<file path="config.mk">
export PLATFORM = sky130hd
export DESIGN_NAME = if_prefetch
export DESIGN_NICKNAME = d
export VERILOG_FILES = /design/src/rtl/if_prefetch.sv
export SDC_FILE = /design/constraint.sdc
export NUM_CORES = 1
export LEC_CHECK = 0
export ABC_AREA = 1
export BUFFER_PORTS_ARGS = -buffer_cell sky130_fd_sc_hd__buf_4
export CAP_MARGIN = 5
export CELL_PAD_IN_SITES_DETAIL_PLACEMENT = 1
export CELL_PAD_IN_SITES_GLOBAL_PLACEMENT = 2
export CORE_MARGIN = 1
export CORE_UTILIZATION = 30
export CTS_CLUSTER_SIZE = 25
export DETAILED_ROUTE_END_ITERATION = 10
export GPL_TIMING_DRIVEN = 0
export PLACE_DENSITY_LB_ADDON = 0.2
export RECOVER_POWER = 50
export SYNTH_ARGS = -nofsm -noshare
export SYNTH_HDL_FRONTEND = slang
export SYNTH_SLANG_ARGS = --single-unit
</file>
<file path="constraint.sdc">
create_clock -name clk -period 8.5 [get_ports clk]
set_clock_uncertainty 0.15 [all_clocks]
set_input_delay 0 -clock clk [delete_from_list [all_inputs] [get_ports clk]]
set_output_delay 0 -clock clk [all_outputs]
set_load 0.005 [all_outputs]
</file>
<file path="src/rtl/if_prefetch.sv">
// Instruction-fetch prefetch buffer: issues word fetches under a credit limit,
// queues returned instructions with their PCs, and discards in-flight fetches on redirect.
module if_prefetch #(
  parameter int unsigned        BITSIZE  = 32,
  parameter int unsigned        DEPTH    = 4,
  parameter logic [BITSIZE-1:0] RESET_PC = '0
) (
  input  logic               clk,
  input  logic               resetn_i,
  output logic               mem_req_o,
  output logic [BITSIZE-1:0] mem_addr_o,
  input  logic               mem_gnt_i,
  input  logic               mem_rvalid_i,
  input  logic [31:0]        mem_rdata_i,
  input  logic               flush_i,
  input  logic [BITSIZE-1:0] flush_pc_i,
  input  logic               ID_IF_get_i,
  output logic               IF_ID_give_o,
  output logic [31:0]        IF_ID_instr_o,
  output logic [BITSIZE-1:0] IF_ID_pc_o
);

  localparam int unsigned PW = $clog2(DEPTH);
  localparam int unsigned CW = PW + 1;
  localparam logic [CW:0] DEPTH_W = DEPTH[CW:0];

  typedef enum logic {FETCH, DRAIN} state_e;

  state_e             state_q, state_d;
  logic [BITSIZE-1:0] fpc_q, fpc_d;
  logic [CW-1:0]      count_q, count_d;
  logic [CW-1:0]      out_q, out_d;
  logic [CW-1:0]      discard_q, discard_d;
  logic [PW-1:0]      rd_ptr_q, rd_ptr_d, wr_ptr_q, wr_ptr_d;
  logic [PW-1:0]      pq_rd_q, pq_rd_d, pq_wr_q, pq_wr_d;

  logic [31:0]        buf_instr [DEPTH];
  logic [BITSIZE-1:0] buf_pc    [DEPTH];
  logic [BITSIZE-1:0] pq_pc     [DEPTH];

  logic req, grant, give, push, pop;

  // resetn_i gates the request so it is forced low while reset is held
  assign req   = resetn_i && (state_q == FETCH) &&
                 (({1'b0, count_q} + {1'b0, out_q}) < DEPTH_W);
  assign grant = req && mem_gnt_i;
  assign give  = (count_q != '0) && !flush_i;
  assign pop   = give && ID_IF_get_i;
  assign push  = mem_rvalid_i && (state_q == FETCH) && !flush_i;

  assign mem_req_o     = req;
  assign mem_addr_o    = fpc_q;
  assign IF_ID_give_o  = give;
  assign IF_ID_instr_o = give ? buf_instr[rd_ptr_q] : '0;
  assign IF_ID_pc_o    = give ? buf_pc[rd_ptr_q]    : '0;

  always_comb begin
    state_d   = state_q;
    fpc_d     = fpc_q;
    count_d   = count_q + CW'(push) - CW'(pop);
    out_d     = out_q + CW'(grant) - CW'(mem_rvalid_i);
    discard_d = discard_q;
    rd_ptr_d  = rd_ptr_q;
    wr_ptr_d  = wr_ptr_q;
    pq_rd_d   = pq_rd_q;
    pq_wr_d   = pq_wr_q;

    if (grant) begin
      fpc_d   = fpc_q + BITSIZE'(4);
      pq_wr_d = pq_wr_q + PW'(1);
    end
    if (push) begin
      wr_ptr_d = wr_ptr_q + PW'(1);
      pq_rd_d  = pq_rd_q + PW'(1);
    end
    if (pop) begin
      rd_ptr_d = rd_ptr_q + PW'(1);
    end

    if ((state_q == DRAIN) && mem_rvalid_i) begin
      discard_d = discard_q - CW'(1);
      if (discard_d == '0) state_d = FETCH;
    end

    // A redirect discards everything still in flight, including a grant taken this cycle
    if (flush_i) begin
      fpc_d     = flush_pc_i;
      count_d   = '0;
      rd_ptr_d  = '0;
      wr_ptr_d  = '0;
      pq_rd_d   = '0;
      pq_wr_d   = '0;
      discard_d = out_d;
      state_d   = (out_d != '0) ? DRAIN : FETCH;
    end
  end

  always_ff @(posedge clk or negedge resetn_i) begin
    if (!resetn_i) begin
      state_q   <= FETCH;
      fpc_q     <= RESET_PC;
      count_q   <= '0;
      out_q     <= '0;
      discard_q <= '0;
      rd_ptr_q  <= '0;
      wr_ptr_q  <= '0;
      pq_rd_q   <= '0;
      pq_wr_q   <= '0;
    end else begin
      state_q   <= state_d;
      fpc_q     <= fpc_d;
      count_q   <= count_d;
      out_q     <= out_d;
      discard_q <= discard_d;
      rd_ptr_q  <= rd_ptr_d;
      wr_ptr_q  <= wr_ptr_d;
      pq_rd_q   <= pq_rd_d;
      pq_wr_q   <= pq_wr_d;
    end
  end

  // Storage needs no reset: entries are only visible through the valid counters
  always_ff @(posedge clk) begin
    if (push) begin
      buf_instr[wr_ptr_q] <= mem_rdata_i;
      buf_pc[wr_ptr_q]    <= pq_pc[pq_rd_q];
    end
    if (grant) begin
      pq_pc[pq_wr_q] <= fpc_q;
    end
  end

endmodule

</file>
==> impl.org <==
** Status
- The run finished, with violations left.
- Violated checks :: capacitance limit, slew limit

** Power
- Share of total power in the clock network :: around a third
- Static leakage power :: 8.69 nW
- Worst VDD drop :: 0.129 mV
- Overall power consumption after layout is estimated at 6.00 mW.
- Dividing total power by cell area gives a power density of 255 mW/mm^2.
- Logic pwr share :: between 20% and 30%
- Switching share of power :: 30.4%
- The analysis attributes to net switching a power of around 1.8 mW.
- The internal portion of the total power is between 4 and 5 mW.
- Relative contribution of sequential cells to total power :: 43.7%

** Global route
- GRT Overall Usage :: about 18%
- Wire length of the first global-routing pass :: just over 80,000 um
- Summed over all layers, the global routing overflow is 0.
- The number of global-route vias before repair is between 10,000 and 15,000.
- Initial antenna violation count :: 0
- Entering global routing, the biggest net connects 51 pins.

** Floorplanning
- Row count :: 89
- Effective utilization at floorplan :: 30.6%
- The die covers between 0.06 and 0.07 sq mm.
- 168 I/O pins were placed.
- X dimension of the die :: 248 um
- Vertical extent of the die :: between 200 and 250 um
- The core region is 0.0594 sq mm.

** Yosys
- Synthesized netlist cell count :: 1,595
- The synthesized design contains 384 enable-type register cells.
- Syn avg cell area :: ~11 sq um
- The cell area that synthesis handed to floorplanning was 0.0181 sq mm.
- Post-synth top flop :: sky130_fd_sc_hd__edfxtp_1
- Number of nets in the synthesized netlist :: 1,684
- Sorting the synthesized cells by area gives the leading types as sky130_fd_sc_hd__edfxtp_1, sky130_fd_sc_hd__nor2_1, sky130_fd_sc_hd__dfrtp_1.
- Proportion of register bits with asynchronous set or reset after synthesis :: 11.5%
- In this run the biggest area consumer among cell types represents 63.6% of the synthesized area.
- Cell type with the highest aggregate area in the netlist :: sky130_fd_sc_hd__edfxtp_1
- Count of state elements after synthesis :: 434
- The synthesized netlist contains 34 unique library cells.
- Total number of yosys warnings :: 0
- Portion of the post-synthesis area used by sequential elements :: a little over two thirds

** Timing
- Period Utilization, post-route :: 46.4%
- Final number of hold-violating endpoints :: 0
- In this run the tightest slew margin relative to its limit is -113%.
- Counting I/O delays and the setup requirement, the final critical path takes 3.95 ns.
- Adding up every negative setup slack in the final design gives 0 ns.
- At the pin with the least slew margin, the transition time is 3.19 ns.
- Number of endpoints failing setup at the final stage :: 0
- Final worst-path setup slack :: approximately 4.6 ns
- The max-slew violation count came to 102.
- Fmax achieved :: about 0.25 GHz
- Setup repair after global routing left no endpoint under its margin.

** Cells and area
- Commonest cells after routing, fill and taps aside :: sky130_fd_sc_hd__edfxtp_1, sky130_fd_sc_hd__nor2_1, sky130_fd_sc_hd__nand2_1
- The number of antenna diodes in the final layout is 0.
- Fraction of final layout cells with drive strength greater than 1 :: 14.0%
- The library cell used most frequently in the layout, excluding fill and tap cells, is sky130_fd_sc_hd__edfxtp_1.
- Relative to the synthesized area, the layout overhead comes to 29.7%.
- In the final layout, the multi-input gates occupy 0.00471 sq mm.
- In the final design database the tool counted 2,065 nets.
- Total area of sequential cells :: 0.0128 sq mm
- Measured on the finished design, the core utilization comes to 39.6%.
- Fill cell instance count of the final layout :: 6,479

** Worst setup path
- R2R depth :: 10
- CP startpoint kind :: input pin
- Reg-to-reg setup timing slack :: about 5 ns
- Critical Path RT :: about 8.6 ns
- Worst reg2reg path endpoint :: mem_addr_o[14]
- The setup path with the least slack is of type in2reg.
- Launch instance of the worst register-to-register path :: count_q[1]
- Critical path capture point :: buf_pc[3][24]
- STA classifies the critical path endpoint as a flop.
- In this run the worst setup path begins at flush_i.
- Endpoint arrival time on the critical path :: 4.07 ns
- Largest fanout of any net on the critical path :: 23

** Min path
- The worst hold path belongs to the class in2reg.

** Route
- Vias after detailed routing :: 13,104
- Number of detailed-routing iterations run before antenna repair :: 5
- Using the TritonRoute via totals, the vias-per-cell ratio works out to 4.70.
- Wire per inst :: 19.5 um
- Drt total wl :: 54,500 um
- Detailed Route Iter0 Violations :: 488
- In the routed design, unresolved DRC markers number 0.
- The count of nets left with antenna violations once routing finished came out at 0.

** CTS
- Total clock buffers created by CTS :: a little under 50
- Once the clock tree was built, the setup fixing pass inserted 0 buffers.
- Post-cts resize count :: 0
- Skew-Pair Late Insertion Delay :: 0.57 ns
- Clock-pin slew was measured on the worst setup and hold paths at 0.06 ns.
- CTS built an H-tree with a depth of 2.
- For this design, the sink count on the clock tree is 434.
- CTS tree :: done
- Maximum clock insertion buffer count :: 3
- The tree is rooted in a sky130_fd_sc_hd__clkbuf_16.

** Place
- The congestion estimate from routability-driven global placement came to 0.774.
- OpenSTA, run right after detailed placement, puts the worst setup slack at around 5.3 ns.
- Port buffer count :: around 170
- Sum of net half-perimeters after detailed placement :: between 30,000 and 40,000 um

** Job
- Max_cap viols :: 3
-- final cells by class --
| type | count | share of cell area [%] |
|---|---|---|
| timing repair buffer | 330 | 12.4 |
| buffer | 81 | 1.52 |
| multi-input combinational | 1002 | 20.0 |
| inverter | 78 | 1.24 |
| clock inverter | 18 | 0.633 |
| tap | 773 | 4.11 |
| sequential | 434 | 54.3 |
| clock buffer | 71 | 5.73 |
-- layer usage --
metal	vias up	track usage, %	part of all wire (%)
met1	6539	22.7	44
met3	64	2.56	3.2
met2	225	32.7	51
li1	6276	-	-
met5	-	0	0
met4	0	4.19	1.8
-- registers in the layout (all words and copies together), names as in the netlist --
register	flops
buf_pc	128
pq_rd_q	2
wr_ptr_q	2
discard_q	3
out_q	3
pq_wr_q	2
count_q	3
mem_addr_o	32
pq_pc	128
state_q	1
rd_ptr_q	2
buf_instr	128
-- power by group through the flow --
stage	registers (mW)	logic [mW]	clock network, mW
after detailed placement	2.67	1.35	0
final	2.62	1.38	1.99
after global routing	2.64	1.55	2.13
after global placement	2.67	1.30	0
after floorplan	2.62	0.706	0
after CTS	2.63	1.44	2.05
-- how the worst min path moves through the flow --
stage / startpoint / depth (start not counted) / endpoint
global route: mem_rdata_i[28] / 2 / buf_instr[2][28]
detailed placement: resetn_i / 1 / mem_addr_o[26]
CTS: mem_rdata_i[26] / 2 / buf_instr[1][26]
floorplan: resetn_i / 0 / count_q[0]
finish: mem_rdata_i[27] / 2 / buf_instr[1][27]
global placement: resetn_i / 1 / mem_addr_o[24]
-- Yosys cell counts (8+ instances only) --
| cell | number |
|---|---|
| sky130_fd_sc_hd__edfxtp_1 | 384 |
| sky130_fd_sc_hd__nor2_1 | 372 |
| sky130_fd_sc_hd__nand2_1 | 203 |
| sky130_fd_sc_hd__o21ai_0 | 199 |
| sky130_fd_sc_hd__inv_1 | 72 |
| sky130_fd_sc_hd__a21oi_1 | 66 |
| sky130_fd_sc_hd__dfrtp_1 | 50 |
| sky130_fd_sc_hd__nand3_1 | 50 |
| sky130_fd_sc_hd__buf_2 | 32 |
| sky130_fd_sc_hd__o22ai_1 | 32 |
| sky130_fd_sc_hd__clkbuf_1 | 29 |
| sky130_fd_sc_hd__ha_1 | 17 |
| sky130_fd_sc_hd__buf_1 | 13 |
| sky130_fd_sc_hd__xor2_1 | 9 |
| sky130_fd_sc_hd__nand2_2 | 8 |
| sky130_fd_sc_hd__nor2_2 | 8 |
-- cell families (layout without fill, tap and decap cells) --
family	count (synthesis)	after routing	synth area share (%)
compound gates	312	312	9.01
xor+xnor	16	16	0.773
buf+inv	159	578	3.72
simple gates	655	655	14.6
fa+ha+maj	19	19	1.39
flops	434	434	70.5
-- worst max-delay path: stages --
cell	delay (ns)
sky130_fd_sc_hd__dlygate4sd3_1	0.54
sky130_fd_sc_hd__clkbuf_1	0.36
sky130_fd_sc_hd__inv_1	0.22
sky130_fd_sc_hd__clkbuf_1	0.59
sky130_fd_sc_hd__nand2_1	0.42
sky130_fd_sc_hd__nor2_1	0.37
sky130_fd_sc_hd__clkbuf_1	1.27
sky130_fd_sc_hd__buf_16	0.25
-- through the flow --
stage	hold WS (ns)	area, sq um	instances
finish	0.109	23500	2787
CTS	0.0000692	23700	2787
detailed placement	-0.0211	20700	2547
global route	0.100	23500	2787
global placement	-0.0201	20400	2534
floorplan	-0.446	18100	1595
-- repair_timing --
item                                    in CTS  in global routing
endpoints found under the setup margin       0                  0
hold buffers                               151                  0
endpoints found under the hold margin      227                  0
No activity file was read; power rests on OpenSTA's default activity.
